## src/rtl/ccode_unit.sv

```systemverilog
// Condition-code unit: NVZ flag register with masked writes, shadow save/restore,
// one-cycle branch condition evaluation and a wrapping taken-branch counter.
module ccode_unit #(
  parameter int DATA_W = 16,
  parameter int BYPASS = 1,
  parameter int CNT_W  = 8
) (
  input  logic              clk,
  input  logic              rst,
  input  logic              wr_valid,
  input  logic [2:0]        wr_mask,
  input  logic [DATA_W-1:0] alu_out,
  input  logic              alu_ovfl,
  input  logic              br_valid,
  input  logic [2:0]        br_cond,
  input  logic              stall,
  input  logic              flush,
  input  logic              save,
  input  logic              restore,
  output logic [2:0]        flags,
  output logic              taken,
  output logic              taken_valid,
  output logic [CNT_W-1:0]  taken_cnt
);

  logic [2:0]       r_flags;
  logic [2:0]       r_shadow;
  logic             r_taken;
  logic             r_taken_valid;
  logic [CNT_W-1:0] r_taken_cnt;

  logic [2:0] w_new_flags;
  logic [2:0] w_merged;
  logic [2:0] w_eval_flags;
  logic       w_wr;
  logic       w_tv;
  logic       w_tk;

  // Condition table, flag vector is {N, V, Z}
  function automatic logic f_cond(input logic [2:0] c, input logic [2:0] f);
    logic n, v, z;
    n = f[2];
    v = f[1];
    z = f[0];
    case (c)
      3'b000:  f_cond = ~z;
      3'b001:  f_cond = z;
      3'b010:  f_cond = ~z & ~n;
      3'b011:  f_cond = n;
      3'b100:  f_cond = z | ~n;
      3'b101:  f_cond = z | n;
      3'b110:  f_cond = v;
      default: f_cond = 1'b1;
    endcase
  endfunction

  assign w_new_flags  = {alu_out[DATA_W-1], alu_ovfl, ~|alu_out};
  assign w_wr         = wr_valid & ~stall;
  assign w_merged     = (w_new_flags & wr_mask) | (r_flags & ~wr_mask);
  assign w_eval_flags = ((BYPASS != 0) && w_wr) ? w_merged : r_flags;
  assign w_tv         = br_valid & ~stall & ~flush;
  assign w_tk         = w_tv & f_cond(br_cond, w_eval_flags);

  always_ff @(posedge clk or posedge rst) begin
    if (rst) begin
      r_flags       <= 3'b000;
      r_shadow      <= 3'b000;
      r_taken       <= 1'b0;
      r_taken_valid <= 1'b0;
      r_taken_cnt   <= '0;
    end else begin
      r_taken_valid <= w_tv;
      r_taken       <= w_tk;
      if (!stall) begin
        // Restore wins over a same-cycle write; save captures pre-write flags
        if (restore) begin
          r_flags <= r_shadow;
        end else if (wr_valid) begin
          r_flags <= w_merged;
        end
        if (save && !restore) begin
          r_shadow <= r_flags;
        end
        if (w_tk) begin
          r_taken_cnt <= r_taken_cnt + 1'b1;
        end
      end
    end
  end

  assign flags       = r_flags;
  assign taken       = r_taken;
  assign taken_valid = r_taken_valid;
  assign taken_cnt   = r_taken_cnt;

endmodule

```

## config.mk

```make
export PLATFORM = sky130hd
export DESIGN_NAME = ccode_unit
export DESIGN_NICKNAME = d
export VERILOG_FILES = /design/src/rtl/ccode_unit.sv
export SDC_FILE = /design/constraint.sdc
export NUM_CORES = 1
export LEC_CHECK = 0
export ABC_AREA = 1
export CORE_MARGIN = 2
export CORE_UTILIZATION = 25
export CTS_CLUSTER_SIZE = 16
export DETAILED_ROUTE_END_ITERATION = 12
export PLACE_DENSITY = 0.65
export SLEW_MARGIN = 20
export SYNTH_ARGS = -nofsm -noshare
export SYNTH_HDL_FRONTEND = slang
export SYNTH_SLANG_ARGS = --single-unit
export TNS_END_PERCENT = 5
```

## constraint.sdc

```tcl
create_clock -name clk -period 1.4 [get_ports clk]
set_clock_uncertainty 0.05 [all_clocks]
set_input_delay 0.21 -clock clk [delete_from_list [all_inputs] [get_ports clk]]
set_output_delay 0.21 -clock clk [all_outputs]
set_load 0.05 [all_outputs]
```

==> metrics.md <==
| Metric | Value |
|---|---|
| Cell Rows | 22 |
| Rel. slew slack | 0.7553 |
| Overall routing resource usage | 0.1471 |
| Flop and latch count out of synthesis | 16 |
| DR DRC count | 0 |
| Die X | just under 70 µm |
| Area of the mapped netlist | ~1000 µm² |
| Layout cell share with drive strength beyond 1 | 0.3527 |
| Worst Setup End Kind | flop |
| Layout area overhead | 87.98% |
| Drt wl/cell | 11.04 µm |
| IO buf count | between 40 and 50 |
| Die Ht | a little under 70 µm |
| Final instance area | about 0.0019 mm² |
| Sequential fraction of the synthesis area | 0.4005 |
| Slew Limit Fails | 0 |
| Slew @ Worst Pin | about 360 ps |
| DRT Pass-1 Iters | 4 |
| Largest net degree at the start of global routing | 17 |
| Dpl hpwl | between 2000 and 2500 µm |
| Mapped Cells | 136 |
| Worst-Skew Late Latency | between 200 and 300 ps |
| Startpoint type of the worst setup path | flop |
| Peak VDD IR | roughly 1100 µV |
| Filler Cells Inserted | 380 |
| Core Footprint | about 0.0037 mm² |
| Ys Warns | 0 |
| CTS sink count | 16 |
| Avg Inst Size Synth | about 7.4 µm² |
| Max-cap viol count | 0 |
| Unrepaired setup endpoints after global routing | true |
| Tmin final | around 1500 ps |
| Num ports | 44 |
| GPL Wtd Cong | approximately 0.8 |
| Max FO, Critical Path | 5 |
| Total gr overflow | 0 |
| First-pass GRT wire length | between 5000 and 6000 µm |
| H-tree depth | 1 |
| Via count | around 1100 |
| Final worst setup slack | -93.71 ps |
| Final worst path period share | 1.067 |
| Num CTS Buffers | 3 |
| Syn nets | between 150 and 200 |
| Vias in the first global route | about 1200 |
| FMAX | approximately 670 MHz |
| Die Footprint | around 0.0045 mm² |
| Reg2reg setup slack | -90 ps |
| Failing checks | setup timing |
| Pwr/cell area | 1098 mW/mm² |
| Final #Nets | 240 |
| Critical path class | reg -> reg |
| LEAKAGE | around 0.94 nW |
| Initial DRC Count | 33 |
| Library cells used by synthesis | 23 |
| Count of final setup violators | 9 |
| Routed WL | ~2800 µm |
| Placed cell area | 0.001779 mm² |
| CTS tree | done |
| Worst hold path type | in -> async |
| Clock Tree Root | clkbuf_8 |
| Run status | complete, but fails checks |
| Post-route ant nets | 0 |
| Starting Density | 0.2670 |
| Worst EP required | 1540 ps |
| Final core occ | 0.5020 |
| R2r startpoint | flags[0] |
| Hold Slack | 204.7 ps |
| Setup TNS | -689.0 ps |
| # diodes | 0 |
| Final Hold Viols | 0 |
| Max Buffers Root-to-Sink | 2 |
| Reg clk slew, reported paths | 60 ps |
| Dpl ws | -477.7 ps |
| CP startpoint | flags[0] |
| Initial antenna violation count | 0 |
| Vias per inst | ~4.3 |
| Crit path arrival time | about 1600 ps |
report_power, final:
part | switching [mW] | internal, mW | total [mW]
combinational | 0.513 | 0.497 | 1.01
sequential | 0.0902 | 0.549 | 0.640
clock | 0.164 | 0.250 | 0.414
total | 0.768 | 1.30 | 2.06
repair_timing:
action                                  4_1_cts  5_1_grt
pin swaps                                    23       16
cloned                                        2        0
gates resized for setup                      26       11
buffers inserted                              1        1
hold buffers                                  0        0
endpoints found under the setup margin       10        9
cell families after synthesis:
| kind of cell | after synthesis | share of synthesized area |
|---|---|---|
| and+or+nand+nor | 84 | 0.3968 |
| DFF | 16 | 0.4005 |
| buffers and inverters | 15 | 0.05883 |
| AOI/OAI and AO/OA | 14 | 0.07885 |
| xor gates and xnor gates | 6 | 0.05258 |
| adders and majority gates | 1 | 0.01251 |
metal layers:
| metal | track usage | routed length [µm] | up-vias |
|---|---|---|---|
| li1 | - | - | 585 |
| met1 | 0.2012 | 1384 | 498 |
| met2 | 0.2277 | 1281 | 19 |
| met3 | 0.03167 | 118 | 4 |
| met4 | 0.05357 | 29 | 0 |
| met5 | 0 | 0 | - |
per-stage QoR:
stage / total power, mW / cells
2_1_floorplan: 1.067 / 136
3_3_place_gp: 1.612 / 247
3_5_place_dp: 1.619 / 247
4_1_cts: 2.046 / 254
5_1_grt: 2.189 / 255
6_report: 2.064 / 255
cells in the mapped netlist:
library cell / n / area share
o21ai_0: 10 / 0.050
or2_1: 1 / 0.0063
inv_4: 1 / 0.0063
nand2_1: 41 / 0.15
nand2_4: 2 / 0.023
xnor2_1: 3 / 0.026
nand2_2: 3 / 0.019
nand3b_1: 1 / 0.0075
inv_1: 13 / 0.049
nor2_2: 1 / 0.0063
ha_1: 1 / 0.013
nor3_1: 2 / 0.010
inv_2: 1 / 0.0038
nand3_2: 2 / 0.020
dfrtp_1: 16 / 0.40
o22ai_1: 2 / 0.013
nand3_1: 15 / 0.075
nor2_1: 14 / 0.053
nand4_1: 1 / 0.0063
nand3_4: 1 / 0.018
o211ai_1: 1 / 0.0075
a21oi_2: 1 / 0.0088
xor2_1: 3 / 0.026
cell usage in the layout, fill, tap and decap left out:
master	synthesis	routed
nand2_1	41	32
buf_4	0	22
dlygate4sd2_1	0	20
nand3_1	15	14
nor2_1	14	13
buf_12	0	13
nand2_2	3	12
dfrtp_1	16	11
inv_1	13	10
clkdlybuf4s50_1	0	9
o21ai_0	10	7
dfrtp_2	0	5
inv_2	1	4
nand3_2	2	4
clkbuf_8	0	4
nand2_4	2	3
xor2_1	3	3
xnor2_1	3	3
o21ai_1	0	2
o22ai_1	2	2
nor2_2	1	2
nor3_1	2	2
o21ai_2	0	1
inv_4	1	1
or2_1	1	1
nand3b_1	1	1
a21oi_2	1	1
nand3_4	1	1
nand4_1	1	1
o211ai_1	1	1
ha_1	1	1
dlymetal6s2s_1	0	1
flip-flops by register name, indices dropped and copies added (netlist names):
| name | cells |
|---|---|
| flags | 3 |
| r_shadow | 3 |
| taken | 1 |
| taken_cnt | 8 |
| taken_valid | 1 |
path summary, 6_finish.rpt:
| path | endpoint | cells after the start |
|---|---|---|
| max reg2reg | taken_cnt[0] | 11 |
| min reg2reg | r_shadow[2] | 2 |
| min in group clk | r_shadow[2] | 2 |
| min | r_shadow[0] | 3 |
| max | taken_cnt[0] | 11 |
| max in group asynchronous | flags[1] | 3 |
critical path, stage by stage, from the launching register on:
cell     delay, ps
dfrtp_2        360
inv_2           40
or2_1          240
nand3_2        100
nand2_2         70
nand2_2         60
nand2_2         50
nand2_2        100
nand3_4        120
nand2_4        120
nand2_1         60
nand2_1         60
final cells by class:
type / count / area, µm² / area share
Timing Repair Buffer: 65 / 703.2 / 0.3742
Multi-Input combinational cell: 107 / 595.6 / 0.3169
Sequential cell: 16 / 406.6 / 0.2164
Tap cell: 48 / 60.06 / 0.03196
Inverter: 15 / 58.81 / 0.03129
Clock buffer: 4 / 55.05 / 0.02929
No activity file was read; power rests on OpenSTA's default activity.
